**config.mk**
```make
export PLATFORM = sky130hd
export DESIGN_NAME = spi_rx_sequencer_flat
export DESIGN_NICKNAME = d
export VERILOG_FILES = /design/src/rtl/spi_rx_sequencer_pkg.sv /design/src/rtl/spi_rx_sequencer_if.sv /design/src/rtl/spi_rx_sequencer_word_assembler.sv /design/src/rtl/spi_rx_sequencer.sv /design/src/flat_wrapper.sv
export SDC_FILE = /design/constraint.sdc
export NUM_CORES = 1
export LEC_CHECK = 0
export BUFFER_PORTS_ARGS = -buffer_cell sky130_fd_sc_hd__buf_2
export CAP_MARGIN = 25
export CORE_ASPECT_RATIO = 0.9
export CORE_MARGIN = 5
export CORE_UTILIZATION = 55
export DETAILED_ROUTE_END_ITERATION = 7
export PLACE_DENSITY = 0.74
export SLEW_MARGIN = 0
export SYNTH_ARGS = -nofsm -noshare
export SYNTH_HDL_FRONTEND = slang
export SYNTH_SLANG_ARGS = --single-unit
export TNS_END_PERCENT = 20
```
**constraint.sdc**
```tcl
create_clock -name CLK_40 -period 3.4 [get_ports CLK_40]
set_input_delay 0.68 -clock CLK_40 [delete_from_list [all_inputs] [get_ports CLK_40]]
set_output_delay 0.68 -clock CLK_40 [all_outputs]
set_load 0.05 [all_outputs]
```
**src/rtl/spi_rx_sequencer_pkg.sv**
```systemverilog
// Shared types and defaults for the SPI receive sequencer and its word assembler.
package spi_rx_pkg;

    typedef enum logic [2:0] {
        ST_IDLE      = 3'd0,
        ST_CAL_START = 3'd1,
        ST_CAL_WAIT  = 3'd2,
        ST_RUN       = 3'd3,
        ST_DRAIN     = 3'd4,
        ST_ERROR     = 3'd5
    } rx_seq_state_t;

    localparam int unsigned DEF_FRAME_BITS = 8;

    function automatic logic cal_en_state(input rx_seq_state_t s);
        return (s == ST_CAL_START) || (s == ST_CAL_WAIT) || (s == ST_RUN);
    endfunction

endpackage

```
**src/rtl/spi_rx_sequencer_if.sv**
```systemverilog
// Control, bit-source and FIFO-write signals of the SPI receive sequencer.
interface spi_rx_sequencer_if #(
    parameter int unsigned FRAME_BITS = spi_rx_pkg::DEF_FRAME_BITS
);
    logic                  start;
    logic                  stop;
    logic                  clear_flags;
    logic                  cal_done;
    logic                  sample_valid;
    logic                  sample_bit;
    logic                  fifo_full;
    logic                  phase_cal_en;
    logic                  cal_restart;
    logic                  fifo_wr_en;
    logic [FRAME_BITS-1:0] fifo_din;
    logic                  busy;
    logic                  cal_error;
    logic                  overflow;
    logic [2:0]            state_o;

    modport slave (
        input  start, stop, clear_flags, cal_done, sample_valid, sample_bit, fifo_full,
        output phase_cal_en, cal_restart, fifo_wr_en, fifo_din, busy, cal_error, overflow, state_o
    );

    modport master (
        output start, stop, clear_flags, cal_done, sample_valid, sample_bit, fifo_full,
        input  phase_cal_en, cal_restart, fifo_wr_en, fifo_din, busy, cal_error, overflow, state_o
    );
endinterface

```
**src/rtl/spi_rx_sequencer_word_assembler.sv**
```systemverilog
// MSB-first serial-to-parallel packer; o_done/o_word describe the word completed by the current bit.
module rx_word_assembler
    import spi_rx_pkg::*;
#(
    parameter int unsigned FRAME_BITS = DEF_FRAME_BITS
) (
    input  logic                  i_clk,
    input  logic                  i_rst_n,
    input  logic                  i_clr,
    input  logic                  i_valid,
    input  logic                  i_bit,
    output logic                  o_done,
    output logic [FRAME_BITS-1:0] o_word
);
    localparam int unsigned CW = (FRAME_BITS > 1) ? $clog2(FRAME_BITS) : 1;
    localparam logic [CW-1:0] LAST = CW'(FRAME_BITS - 1);

    logic [FRAME_BITS-1:0] r_shift;
    logic [CW-1:0]         r_bit_cnt;
    logic [FRAME_BITS-1:0] w_shift_next;

    assign w_shift_next = (r_shift << 1) | FRAME_BITS'(i_bit);
    assign o_done       = i_valid && (r_bit_cnt == LAST);
    assign o_word       = w_shift_next;

    always_ff @(posedge i_clk or negedge i_rst_n) begin
        if (!i_rst_n) begin
            r_shift   <= '0;
            r_bit_cnt <= '0;
        end else if (i_clr) begin
            r_shift   <= '0;
            r_bit_cnt <= '0;
        end else if (i_valid) begin
            r_shift   <= w_shift_next;
            r_bit_cnt <= (r_bit_cnt == LAST) ? '0 : r_bit_cnt + 1'b1;
        end
    end
endmodule

```
**src/rtl/spi_rx_sequencer.sv**
```systemverilog
// SPI receive sequencer: calibration supervision, word packing into the FIFO, periodic recalibration.
module spi_rx_sequencer
    import spi_rx_pkg::*;
#(
    parameter int unsigned CAL_TIMEOUT = 1023,
    parameter int unsigned RECAL_BYTES = 4096,
    parameter int unsigned FRAME_BITS  = DEF_FRAME_BITS
) (
    input logic              CLK_40,
    input logic              reset,
    spi_rx_sequencer_if.slave bus
);
    localparam int unsigned TW = $clog2(CAL_TIMEOUT + 1);
    localparam int unsigned BW = $clog2(RECAL_BYTES + 1);
    localparam logic [TW-1:0] TMO_LAST  = TW'(CAL_TIMEOUT - 1);
    localparam logic [BW-1:0] RECAL_CNT = BW'(RECAL_BYTES);

    rx_seq_state_t         r_state;
    rx_seq_state_t         w_next;
    logic [TW-1:0]         r_tmo_cnt;
    logic [BW-1:0]         r_byte_cnt;
    logic                  w_set_cal_err;
    logic                  w_accept;
    logic                  w_asm_clr;
    logic                  w_done;
    logic [FRAME_BITS-1:0] w_word;

    assign w_accept  = (r_state == ST_RUN) && bus.sample_valid;
    assign w_asm_clr = (r_state == ST_CAL_START) || (r_state == ST_DRAIN);

    rx_word_assembler #(.FRAME_BITS(FRAME_BITS)) u_asm (
        .i_clk   (CLK_40),
        .i_rst_n (reset),
        .i_clr   (w_asm_clr),
        .i_valid (w_accept),
        .i_bit   (bus.sample_bit),
        .o_done  (w_done),
        .o_word  (w_word)
    );

    // The CAL_WAIT cycle count is r_tmo_cnt+1, so the last allowed cycle sees CAL_TIMEOUT-1.
    always_comb begin
        w_next        = r_state;
        w_set_cal_err = 1'b0;
        case (r_state)
            ST_IDLE:      if (bus.start) w_next = ST_CAL_START;
            ST_CAL_START: w_next = ST_CAL_WAIT;
            ST_CAL_WAIT: begin
                if (bus.cal_done) begin
                    w_next = ST_RUN;
                end else if (r_tmo_cnt == TMO_LAST) begin
                    w_next        = ST_ERROR;
                    w_set_cal_err = 1'b1;
                end
            end
            ST_RUN: begin
                if (bus.stop)                      w_next = ST_DRAIN;
                else if (r_byte_cnt == RECAL_CNT)  w_next = ST_CAL_START;
            end
            ST_DRAIN:     w_next = ST_IDLE;
            ST_ERROR:     if (bus.start) w_next = ST_CAL_START;
            default:      w_next = ST_IDLE;
        endcase
    end

    always_ff @(posedge CLK_40 or negedge reset) begin
        if (!reset) begin
            r_state    <= ST_IDLE;
            r_tmo_cnt  <= '0;
            r_byte_cnt <= '0;
        end else begin
            r_state <= w_next;
            if (r_state == ST_CAL_START) begin
                r_tmo_cnt  <= '0;
                r_byte_cnt <= '0;
            end else begin
                if (r_state == ST_CAL_WAIT) r_tmo_cnt <= r_tmo_cnt + 1'b1;
                if (w_done)                 r_byte_cnt <= r_byte_cnt + 1'b1;
            end
        end
    end

    // Status outputs are registered from the next state so they line up with r_state.
    always_ff @(posedge CLK_40 or negedge reset) begin
        if (!reset) begin
            bus.phase_cal_en <= 1'b0;
            bus.cal_restart  <= 1'b0;
            bus.busy         <= 1'b0;
            bus.state_o      <= '0;
            bus.fifo_wr_en   <= 1'b0;
            bus.fifo_din     <= '0;
            bus.cal_error    <= 1'b0;
            bus.overflow     <= 1'b0;
        end else begin
            bus.phase_cal_en <= cal_en_state(w_next);
            bus.cal_restart  <= (w_next == ST_CAL_START);
            bus.busy         <= (w_next != ST_IDLE);
            bus.state_o      <= w_next;
            bus.fifo_wr_en   <= w_done && !bus.fifo_full;
            if (w_done && !bus.fifo_full) bus.fifo_din <= w_word;

            if (w_set_cal_err)        bus.cal_error <= 1'b1;
            else if (bus.clear_flags) bus.cal_error <= 1'b0;

            if (w_done && bus.fifo_full) bus.overflow <= 1'b1;
            else if (bus.clear_flags)    bus.overflow <= 1'b0;
        end
    end
endmodule

```
**src/flat_wrapper.sv**
```systemverilog
// flat-port wrapper written by rule: the top's interface ports become plain ports
module spi_rx_sequencer_flat import spi_rx_pkg::*;
#(
    parameter int unsigned CAL_TIMEOUT = 1023,
    parameter int unsigned RECAL_BYTES = 4096,
    parameter int unsigned FRAME_BITS  = DEF_FRAME_BITS
)
  (CLK_40, reset, bus_start, bus_stop, bus_clear_flags, bus_cal_done, bus_sample_valid, bus_sample_bit, bus_fifo_full, bus_phase_cal_en, bus_cal_restart, bus_fifo_wr_en, bus_fifo_din, bus_busy, bus_cal_error, bus_overflow, bus_state_o);
  spi_rx_sequencer_if #(.FRAME_BITS(FRAME_BITS)) bus_i ();
  input logic CLK_40;
  input logic reset;
  input wire logic [$bits(bus_i.start)-1:0] bus_start;
  input wire logic [$bits(bus_i.stop)-1:0] bus_stop;
  input wire logic [$bits(bus_i.clear_flags)-1:0] bus_clear_flags;
  input wire logic [$bits(bus_i.cal_done)-1:0] bus_cal_done;
  input wire logic [$bits(bus_i.sample_valid)-1:0] bus_sample_valid;
  input wire logic [$bits(bus_i.sample_bit)-1:0] bus_sample_bit;
  input wire logic [$bits(bus_i.fifo_full)-1:0] bus_fifo_full;
  output wire logic [$bits(bus_i.phase_cal_en)-1:0] bus_phase_cal_en;
  output wire logic [$bits(bus_i.cal_restart)-1:0] bus_cal_restart;
  output wire logic [$bits(bus_i.fifo_wr_en)-1:0] bus_fifo_wr_en;
  output wire logic [$bits(bus_i.fifo_din)-1:0] bus_fifo_din;
  output wire logic [$bits(bus_i.busy)-1:0] bus_busy;
  output wire logic [$bits(bus_i.cal_error)-1:0] bus_cal_error;
  output wire logic [$bits(bus_i.overflow)-1:0] bus_overflow;
  output wire logic [$bits(bus_i.state_o)-1:0] bus_state_o;
  assign bus_i.start = bus_start;
  assign bus_i.stop = bus_stop;
  assign bus_i.clear_flags = bus_clear_flags;
  assign bus_i.cal_done = bus_cal_done;
  assign bus_i.sample_valid = bus_sample_valid;
  assign bus_i.sample_bit = bus_sample_bit;
  assign bus_i.fifo_full = bus_fifo_full;
  assign bus_phase_cal_en = bus_i.phase_cal_en;
  assign bus_cal_restart = bus_i.cal_restart;
  assign bus_fifo_wr_en = bus_i.fifo_wr_en;
  assign bus_fifo_din = bus_i.fifo_din;
  assign bus_busy = bus_i.busy;
  assign bus_cal_error = bus_i.cal_error;
  assign bus_overflow = bus_i.overflow;
  assign bus_state_o = bus_i.state_o;
  spi_rx_sequencer #(.CAL_TIMEOUT(CAL_TIMEOUT), .RECAL_BYTES(RECAL_BYTES), .FRAME_BITS(FRAME_BITS)) u_core (.CLK_40(CLK_40), .reset(reset), .bus(bus_i));
endmodule
```
# After elaboration in Yosys (flattened, before gate mapping)

Index checks and enable logic that the tools add are counted.

$add $sub $neg: 3
Equality and inequality tests: 11
Muxes and demuxes: 21
Bitwise operators: 1
Reduce and logical (&&, ||, !) cells: 16

Operators by type and width:

| kind                                          | count |
|---|---|
| 2-to-1 mux 13 bit                             | 2 |
| 2-to-1 mux 3 bit                              | 8 |
| 2-to-1 mux 10 bit                             | 2 |
| 2-to-1 mux 7 bit                              | 2 |
| adder 13 x 1 -> 13 bit, second input constant | 1 |
| == test 13 bit, second input constant         | 1 |
| == test 3 x 2 -> 1 bit, second input constant | 4 |
| one-hot mux 3 bit (4 select lines)            | 1 |
| adder 10 x 1 -> 10 bit, second input constant | 1 |
| == test 10 bit, second input constant         | 1 |
| nonzero test 2 bit                            | 5 |
| == test 3 bit, second input constant          | 3 |
| bitwise OR 8 x 1 -> 8 bit                     | 1 |
| == test 3 x 1 -> 1 bit, second input constant | 2 |
| 2-to-1 mux 1 bit                              | 6 |
| logical AND 1 bit                             | 4 |
| adder 3 x 1 -> 3 bit, second input constant   | 1 |
| zero test 3 bit                               | 1 |
| logical OR 1 bit                              | 3 |
| nonzero test 3 bit                            | 1 |
| OR reduction 2 bit                            | 1 |
| zero test 1 bit                               | 1 |

Bits in registers: 50
Logic and storage cells: 64

# Logic depth before layout (Yosys ltp)

Gate-level depths: netlist (run 1).

Word-level depth: 7
Depth in mapped cells: 7
Mapped depth without buffers: 6

# Modules after synthesis

From an unflattened synthesis (run 1), not the netlist that was laid out.

Cells, all modules: 223
Area, all modules: 2432.3 sq um

By module, submodules not included:

| module            | times used | cells an instance | area an instance (sq um) | sequential area each (sq um) |
|---|---|---|---|---|
| spi_rx_sequencer  | 1          | 186               | 1988.2                   | 1001.0 |
| rx_word_assembler | 1          | 37                | 444.2                    | 250.2 |

# Worst setup path before layout (run 1)

OpenSTA, ideal clock, no wires.

Kind: reg2reg
Start point: register u_core.r_state[2]
End point: register u_core.bus.fifo_din[0]
Library setup time: 0.125 ns
Arrival: 1.966 ns
Data required time: 3.275 ns
Setup slack: 1.309 ns
Stages on the path, launching flop included: 7
Clock period less this slack: 2.091 ns
Cells stage by stage: dfrtp_1 -> buf_2 -> and4b_1 -> buf_4 -> nand2_1 -> nor2_2 -> mux2_2

Cells in the longest elaborated chain, start to end: 4

RTL lines:

| element                | RTL line                              | RTL |
|---|---|---|
| start, declared        | spi_rx_sequencer.sv:18                | `rx_seq_state_t r_state;` |
| start signal, assigned | spi_rx_sequencer.sv:72                | `r_state <= w_next;` |
| == test 3 x 2 -> 1 bit | spi_rx_sequencer.sv:28                | `assign w_accept = (r_state == ST_RUN) && bus.sample_valid;` |
| logical AND 1 bit      | spi_rx_sequencer.sv:28                |  |
| logical AND 1 bit      | spi_rx_sequencer_word_assembler.sv:23 | `assign o_done = i_valid && (r_bit_cnt == LAST);` |
| logical AND 1 bit      | spi_rx_sequencer.sv:100               | `if (w_done && !bus.fifo_full) bus.fifo_din <= w_word;` |
| end signal, assigned   | spi_rx_sequencer.sv:100               |  |
| end, declared          | spi_rx_sequencer_if.sv:23             | `output phase_cal_en, cal_restart, fifo_wr_en, fifo_din, busy, cal_error, overflow, state_o` |

Every way passes these cells.
A chain may end at the register's enable or synchronous reset.

# Worst setup path in the final report (run 1)

Start point: register u_core.r_state[1]
End point: register u_core.bus.fifo_din[4]

The elaborated chain is that of the path after synthesis.

==> summary.log, run 1 <==
[worst_hold_path] worst hold path class in2async
[placed_design] gpl congestion 0.841
[placed_design] placed instance count 285
[cells_and_area] leading cell type in the layout, fill and taps excluded dfrtp_1
[routing] DR vias/cell 5.81
[worst_setup_path] worst setup path category reg2reg
[logic_synthesis] Mapped Avg Cell Area 10.8 um^2
[clock_network] clock root buffer clkbuf_8
[sta] final hold violations 0
[sta] slew at the pin closest to its max-slew limit 0.805 ns
[routing] final WL 4.54 mm
[floorplanning] Die Span X 78.8 um
[worst_setup_path] startpoint type of the worst setup path flop
[worst_setup_path] Req. time, crit path 3.60 ns
[placed_design] Post-Place Worst Slack 1.15 ns
[clock_network] CTS tree built
[logic_synthesis] post-synth cell types 43
[pwr] reported leakage power 1.26 nW
[pwr] total power consumption of the routed design 1.63 mW
[logic_synthesis] total of flip-flops plus latches after synthesis 50
[routing] routed len/inst 15.5 um
[global_routing] total congestion overflow after global routing 0
[sta] sum of negative setup slack 0 ns
[sta] final number of setup-violating endpoints 0
[cells_and_area] post-route insts no fill 293
[global_routing] pin count of the biggest net entering global routing 35
[cells_and_area] fin nets 259
[worst_setup_path] endpoint kind of the worst setup timing path flop
[clock_network] quantity of gates resized following cts 0
[logic_synthesis] Net Count, Synth 232
[logic_synthesis] Gate Count Post-Synth 217
[logic_synthesis] warnings from Yosys 0
[cells_and_area] Antenna Cells 0
[clock_network] clock slew at reported path FFs 0.10 ns
[cells_and_area] Layout area overhead 12.9%
[logic_synthesis] post-synthesis instance area 2340 um^2
[clock_network] clk buf depth 2
[floorplanning] placeable core region 4100 um^2
[routing] drt initial violations 87
[cells_and_area] area occupied by multi-input gates 1040 um^2
[logic_synthesis] register area share after synthesis 0.534
[sta] peak clock frequency supported by timing 0.476 GHz
[global_routing] antenna violations before repair 0
[clock_network] deepest level of the CTS H-tree 2
[placed_design] number of port buffers 25
[cells_and_area] top library cells by usage in the layout, fill and taps aside dfrtp_1 (50), buf_2 (25), nor2_1 (17)
[flow_run] maxcap violations 0
[sta] Rel. slew slack 0.463
[sta] final cycle utilization of the critical path 0.618
[logic_synthesis] number of enable-type register cells in the synthesized netlist 0
[placed_design] DP HPWL 3.16 mm
[clock_network] total of hold buffers inserted after clock tree synthesis 0
[outcome] result of the run finished, final reports clean
[sta] setup clock skew after layout 0.00644 ns
[floorplanning] die boundary height 71.9 um
[logic_synthesis] most used flip-flop cell after synthesis dfrtp_1
[floorplanning] area enclosed by the die boundary 5670 um^2
[routing] post-route ant nets 0
[routing] post-route DRC violation count 0
[cells_and_area] area taken by flip-flops and latches 1250 um^2
[global_routing] via count of the first global-routing pass 1682
[clock_network] Skew-Pair Late Insertion Delay 0.31 ns
[routing] vias post-DR 1703
[clock_network] clock buffers created by TritonCTS 5
[cells_and_area] share of layout cells above drive strength 1 0.200
[clock_network] number of clock sinks 50
[sta] final worst setup slack 1.30 ns
[cells_and_area] number of inserted filler cells in the final layout 332
[floorplanning] placement row count 22
[pwr] largest voltage drop on the vdd net 0.332 mV
[global_routing] wire length of the first global-routing pass 7.77 mm
[pwr] total power divided by cell area 617 nW/um^2
[clock_network] number of setup buffers added after CTS 0
[worst_setup_path] maximum fanout count along the critical path 20
[global_routing] all-layer global routing usage 0.177
[logic_synthesis] ys async rst share 1.00
[worst_setup_path] worst setup slack for register-to-register paths 1.30 ns
[sta] setup repair after global routing missed its margin no
[floorplanning] initial cell density of the core 0.571
[sta] clock period minus worst slack 2.10 ns
[routing] length of the first detailed-routing pass in iterations 4
[sta] Slew Viols, Final 0
[floorplanning] Boundary Pins 26
[worst_setup_path] data arrival time of the worst path 2.30 ns
worst paths after layout:
check | from | depth (start not counted) | to
worst max-delay path | u_core.r_state[1] | 5 | u_core.bus.fifo_din[4]
worst min-delay path | reset | 1 | u_core.r_byte_cnt[10]
worst max register to register | u_core.r_state[1] | 5 | u_core.bus.fifo_din[4]
worst min register to register | u_core.bus.cal_error | 2 | u_core.bus.cal_error
max in group asynchronous | reset | 2 | u_core.u_asm.r_shift[4]
min in group CLK_40 | u_core.bus.cal_error | 2 | u_core.bus.cal_error
sequential cells by signal (all words and copies together) (netlist names):
register                 flops
u_core.bus.cal_restart       1
u_core.bus.fifo_din          8
u_core.bus.cal_error         1
u_core.r_tmo_cnt            10
u_core.bus.phase_cal_en      1
u_core.bus.busy              1
u_core.r_byte_cnt           13
u_core.r_state               3
u_core.bus.overflow          1
u_core.u_asm.r_bit_cnt       3
u_core.bus.fifo_wr_en        1
u_core.u_asm.r_shift         7
layout make-up:
cell class              count  area share
clock buffers               5      0.0260
clock inverters             3      0.0165
inverters                   6     0.00851
multi-input cells         153       0.393
flip-flops and latches     50       0.473
well taps                  48      0.0227
repair buffers             28      0.0605
synth_stat cells (3+ instances only):
cell type	number	area, um^2
dfrtp_1	50	1250
nor2_1	17	63.8
nand2_1	16	60.1
a22o_1	10	87.6
nand3_1	10	50.1
o21ai_0	9	45.0
xor2_1	9	78.8
a21oi_1	8	40.0
mux2_2	8	90.1
nand4_1	8	50.1
clkbuf_1	6	22.5
ha_1	6	75.1
inv_1	6	22.5
nand2b_1	4	25.0
nor2b_1	4	25.0
o31ai_1	4	30.0
or3_1	4	25.0
xnor2_1	4	35.0
and3_1	3	18.8
kinds of logic (layout without fill, tap and decap cells):
logic type,after synthesis,after routing,share of synthesized area
AND/OR/NAND/NOR,87,87,0.209
flip-flops,50,50,0.534
adder cells (fa/ha/maj),6,6,0.0320
multiplexers,8,8,0.0384
AO/OA/AOI/OAI,39,39,0.113
buffers and inverters,14,42,0.0246
XOR/XNOR,13,13,0.0486
metal layers:
layer	share of wire	wire length (um)	GRT usage	vias to the layer above
li1	-	-	-	839
met1	0.46	2070	0.230	838
met2	0.49	2240	0.284	19
met3	0.031	139	0.0397	7
met4	0.020	91	0.0835	0
met5	0	0	0	-
worst max-delay path, stage by stage, from the launching register on:
cell     delay [ns]
dfrtp_1        0.59
and4b_1        0.25
buf_4          0.23
nand2_1        0.14
nor2_2         0.37
mux2_2         0.40
power by group:
part	switching (mW)	internal, mW	leakage, nW	total (mW)
clock	0.205	0.221	0.0585	0.426
combinational	0.305	0.160	0.522	0.465
sequential	0.0842	0.658	0.683	0.743
through the flow:
| stage | util | cell area (um^2) | hold slack (ns) |
|---|---|---|---|
| floorplan | - | 2340 | 0.384 |
| global placement | 0.613 | 2510 | 0.475 |
| detailed placement | 0.618 | 2530 | 0.479 |
| CTS | 0.645 | 2650 | 0.296 |
| global route | 0.645 | 2650 | 0.319 |
| finish | 0.645 | 2650 | 0.290 |
No activity file was read; power rests on OpenSTA's default activity.
==> run 2, diff against run 1 <==
--- a/config.mk
+++ b/config.mk
@@ -5,13 +5,14 @@
 export SDC_FILE = /design/constraint.sdc
 export NUM_CORES = 1
 export LEC_CHECK = 0
+export ABC_AREA = 1
 export BUFFER_PORTS_ARGS = -buffer_cell sky130_fd_sc_hd__buf_2
 export CAP_MARGIN = 25
 export CORE_ASPECT_RATIO = 0.9
 export CORE_MARGIN = 5
 export CORE_UTILIZATION = 55
 export DETAILED_ROUTE_END_ITERATION = 7
-export PLACE_DENSITY = 0.74
+export PLACE_DENSITY = 0.73
 export SLEW_MARGIN = 0
 export SYNTH_ARGS = -nofsm -noshare
 export SYNTH_HDL_FRONTEND = slang
==> constraint.sdc (replaced) <==
create_clock -name CLK_40 -period 2 [get_ports CLK_40]
set_input_delay 0.4 -clock CLK_40 [delete_from_list [all_inputs] [get_ports CLK_40]]
set_output_delay 0.4 -clock CLK_40 [all_outputs]
set_load 0.05 [all_outputs]
==> run 2 against run 1 <==
Compared with the run above:
- critical path depth increased by 3
- cell area increased by 8.4%
- highest routed layer unchanged
- critical path type unchanged
- sequential share of layout area decreased by 3.7 points
==> summary.log, run 2 <==
[placed_design] gpl congestion 0.885 [was 0.841]
[routing] post-route DRC violation count 0 [unchanged]
[worst_setup_path] Req. time, crit path 2.20 ns [was 3.60 ns]
[logic_synthesis] post-synthesis mux area share 0 [was 0.0384]
[pwr] switching pwr 1.25 mW [was 0.594 mW]
[clock_network] total of hold buffers inserted after clock tree synthesis 0 [unchanged]
[clock_network] number of clock sinks 50 [unchanged]
[cells_and_area] final core utilization 0.639 [was 0.645]
[placed_design] DP HPWL 3.83 mm [was 3.16 mm]
[routing] length of the first detailed-routing pass in iterations 5 [was 4]
[logic_synthesis] Mapped Avg Cell Area 8.15 um^2 [was 10.8 um^2]
[routing] drt initial violations 148 [was 87]
[worst_setup_path] maximum fanout count along the critical path 5 [was 20]
[floorplanning] placeable core region 4490 um^2 [was 4100 um^2]
[routing] post-route ant nets 0 [unchanged]
[floorplanning] die boundary height 74.8 um [was 71.9 um]
[cells_and_area] fin nets 361 [was 259]
[cells_and_area] number of flip-flops under the largest register name 13 [unchanged]
[cells_and_area] registers with the most flip-flops u_core.r_byte_cnt (13), u_core.r_tmo_cnt (10), u_core.bus.fifo_din (8) [unchanged]
[worst_setup_path] cell-by-cell listing of the critical path ha_1, inv_1, nor2_1, nand2_1, xor2_1, nor2_1, nand2_1, nand2_1 [was and4b_1, buf_4, nand2_1, nor2_2, mux2_2]
[routing] final WL 5.19 mm [was 4.54 mm]
[global_routing] wire length of the first global-routing pass 9.05 mm [was 7.77 mm]
[sta] slew at the pin closest to its max-slew limit 0.580 ns [was 0.805 ns]
[cells_and_area] leading cell type in the layout, fill and taps excluded nand2_1 [was dfrtp_1]
[floorplanning] Boundary Pins 26 [unchanged]
[worst_setup_path] worst setup path category reg2reg [unchanged]
[global_routing] antenna violations before repair 0 [unchanged]
[pwr] largest voltage drop on the vdd net 0.965 mV [was 0.332 mV]
[clock_network] clock buffers created by TritonCTS 5 [unchanged]
[routing] routed len/inst 12.7 um [was 15.5 um]
[outcome] result of the run finished, final reports clean [unchanged]
[cells_and_area] share of layout cells above drive strength 1 0.153 [was 0.200]
[floorplanning] area enclosed by the die boundary 6140 um^2 [was 5670 um^2]
[placed_design] Post-Place Worst Slack 0.404 ns [was 1.15 ns]
[cells_and_area] post-route insts no fill 409 [was 293]
[logic_synthesis] fraction of post-synthesis cell area in the top cell type by area 0.487 [was 0.534]
[logic_synthesis] Gate Count Post-Synth 315 [was 217]
[global_routing] via count of the first global-routing pass 1926 [was 1682]
[worst_setup_path] cell family contributing the most delay on the critical path simple AND/OR/NAND/NOR gates [unchanged]
[sta] sum of negative setup slack 0 ns [unchanged]
[sta] Slew Viols, Final 0 [unchanged]
[worst_setup_path] data arrival time of the worst path 1.84 ns [was 2.30 ns]
[pwr] share of total power in sequential cells 0.430 [was 0.455]
[clock_network] clk buf depth 2 [unchanged]
[worst_hold_path] worst hold path class in2async [unchanged]
[routing] vias post-DR 2134 [was 1703]
[logic_synthesis] post-synthesis instance area 2570 um^2 [was 2340 um^2]
[logic_synthesis] Net Count, Synth 330 [was 232]
[sta] setup repair after global routing missed its margin no [unchanged]
[logic_synthesis] Simple-Gate Fraction of Synth Area 0.304 [was 0.209]
[worst_setup_path] master of the slowest instance on the critical path dfrtp_1 [unchanged]
[sta] final number of setup-violating endpoints 0 [unchanged]
[logic_synthesis] number of enable-type register cells in the synthesized netlist 0 [unchanged]
[placed_design] number of port buffers 25 [unchanged]
[pwr] total power divided by cell area 1030 nW/um^2 [was 617 nW/um^2]
[logic_synthesis] ys async rst share 1.00 [unchanged]
[placed_design] placed instance count 401 [was 285]
[sta] Rel. slew slack 0.613 [was 0.463]
[sta] final worst setup slack 0.368 ns [was 1.30 ns]
[clock_network] clock root buffer clkbuf_8 [unchanged]
[cells_and_area] Layout area overhead 11.6% [was 12.9%]
[clock_network] CTS tree built [unchanged]
[logic_synthesis] warnings from Yosys 0 [unchanged]
[floorplanning] initial cell density of the core 0.572 [was 0.571]
[logic_synthesis] total of flip-flops plus latches after synthesis 50 [unchanged]
[sta] final cycle utilization of the critical path 0.816 [was 0.618]
[logic_synthesis] register area share after synthesis 0.487 [was 0.534]
[logic_synthesis] share of the synthesized netlist area taken by xor and xnor gates 0.0102 [was 0.0486]
[global_routing] pin count of the biggest net entering global routing 28 [was 35]
[flow_run] maxcap violations 0 [unchanged]
[clock_network] clock slew at reported path FFs 0.09 ns [was 0.10 ns]
[pwr] power share of the combinational group 0.360 [was 0.285]
[logic_synthesis] top area cells in the synthesized netlist dfrtp_1 (49%), nand2_1 (13%), inv_1 (6.0%) [was dfrtp_1 (53%), mux2_2 (3.8%), a22o_1 (3.7%)]
[logic_synthesis] share of the synthesized area in compound gates (AO/OA/AOI/OAI) 0.0945 [was 0.113]
[logic_synthesis] dominant combinational cell family by area after synthesis simple AND/OR/NAND/NOR gates [unchanged]
[sta] setup clock skew after layout 0.00469 ns [was 0.00644 ns]
[cells_and_area] Antenna Cells 0 [unchanged]
[global_routing] all-layer global routing usage 0.192 [was 0.177]
[global_routing] total congestion overflow after global routing 0 [unchanged]
[sta] peak clock frequency supported by timing 0.613 GHz [was 0.476 GHz]
[routing] DR vias/cell 5.22 [was 5.81]
[worst_setup_path] CP Buf/Inv Count 1 [unchanged]
[logic_synthesis] most used flip-flop cell after synthesis dfrtp_1 [unchanged]
[sta] final hold violations 0 [unchanged]
[logic_synthesis] Synth Area in Adders 0.0292 [was 0.0320]
[worst_setup_path] endpoint kind of the worst setup timing path flop [unchanged]
[pwr] switching power share of the total 0.425 [was 0.364]
[logic_synthesis] dominant cell type by area after synthesis dfrtp_1 [unchanged]
[pwr] Internal Pwr Total 1.69 mW [was 1.04 mW]
[logic_synthesis] most frequent cell after synthesis nand2_1 [was dfrtp_1]
[clock_network] quantity of gates resized following cts 0 [unchanged]
[logic_synthesis] post-synth cell types 30 [was 43]
[worst_setup_path] cell with the most instances on the worst path nand2_1
[pwr] reported leakage power 1.47 nW [was 1.26 nW]
[sta] clock period minus worst slack 1.63 ns [was 2.10 ns]
[worst_setup_path] startpoint of the worst register-to-register path u_core.r_byte_cnt[0] [was u_core.r_state[1]]
[worst_setup_path] startpoint type of the worst setup path flop [unchanged]
[logic_synthesis] most common library cells after synthesis nand2_1 (87), dfrtp_1 (50), inv_1 (41), nor2_1 (30), nand3_1 (19) [was dfrtp_1 (50), nor2_1 (17), nand2_1 (16), a22o_1 (10), nand3_1 (10)]
[clock_network] deepest level of the CTS H-tree 2 [unchanged]
[clock_network] Skew-Pair Late Insertion Delay 0.30 ns [was 0.31 ns]
[cells_and_area] register name with the most flops u_core.r_byte_cnt [unchanged]
[floorplanning] Die Span X 82.0 um [was 78.8 um]
[worst_setup_path] CP Launch Point u_core.r_byte_cnt[0] [was u_core.r_state[1]]
[worst_setup_path] maximum cell stage delay along the critical path 0.41 ns [was 0.59 ns]
[floorplanning] placement row count 23 [was 22]
[cells_and_area] top library cells by usage in the layout, fill and taps aside nand2_1 (87), dfrtp_1 (50), inv_1 (41) [was dfrtp_1 (50), buf_2 (25), nor2_1 (17)]
[clock_network] number of setup buffers added after CTS 0 [unchanged]
[pwr] clock network fraction of design power 0.210 [was 0.261]
## run 2: cell count changes after synthesis, moves of 6 or more
| cell | previous run | this run |
|---|---|---|
| xor2_1 | 9 | 1 |
| o21ai_0 | 9 | 17 |
| nand3_1 | 10 | 19 |
| a22o_1 | 10 | 2 |
| inv_1 | 6 | 41 |
| nor2_1 | 17 | 30 |
| nand2_1 | 16 | 87 |
| mux2_2 | 8 | 0 |
| nor3_1 | 1 | 7 |
| clkbuf_1 | 6 | 0 |
## run 2: cell families (layout without fill, tap and decap cells)
kind of cell | after synthesis | after routing
buf+inv | 47 | 79
compound gates | 41 | 41
simple gates | 168 | 168
fa+ha+maj | 6 | 6
flops | 50 | 50
xor+xnor | 3 | 3
## run 2: area by class of cell
cell class                 instances  area, um^2
clock buffer                       6        82.6
clock inverter                     2        12.5
fill                             389        1620
inverter                          45         174
multi-input combinational        218        1120
sequential                        50        1250
tap                               62        77.6
timing repair buffer              26         145
## run 2: worst paths after layout
path | end | slack [ns] | cells after the start
min in group CLK_40 | u_core.bus.overflow | 0.31 | 2
max | u_core.r_byte_cnt[8] | 0.37 | 8
max reg2reg | u_core.r_byte_cnt[8] | 0.37 | 8
max in group asynchronous | u_core.u_asm.r_shift[0] | 1.38 | 2
min | u_core.r_byte_cnt[11] | 0.08 | 1
min reg2reg | u_core.u_asm.r_bit_cnt[0] | 0.48 | 1
## run 2: worst reg2reg max path, cell delays in order, from the launching register on
cell and delay [ns]:
dfrtp_1 0.41, ha_1 0.31, inv_1 0.07, nor2_1 0.28
nand2_1 0.11, xor2_1 0.16, nor2_1 0.06, nand2_1 0.08
nand2_1 0.05
## run 2: power by group through the flow
stage / Sequential, mW / Combinational (mW) / Clock [mW]
floorplan: 1.45 / 0.637 / 0
global placement: 1.28 / 1.06 / 0
detailed placement: 1.28 / 1.07 / 0
CTS: 1.26 / 1.07 / 0.628
global route: 1.29 / 1.20 / 0.669
finish: 1.26 / 1.06 / 0.619
## run 2: stage by stage
stage               total power, mW  cell area, um^2  hold slack, ns
finish                         2.94             2870          0.0820
global route                   3.16             2870           0.132
CTS                            2.96             2870           0.104
detailed placement             2.35             2770           0.431
global placement               2.34             2770           0.427
floorplan                      2.09             2570           0.104
## run 2: layer usage
layer / GRT usage / wire (um) / vias up
li1: - / - / 1086
met1: 0.288 / 2580 / 973
met2: 0.279 / 2210 / 68
met3: 0.0419 / 345 / 7
met4: 0.0554 / 51 / 0
met5: 0 / 0 / -
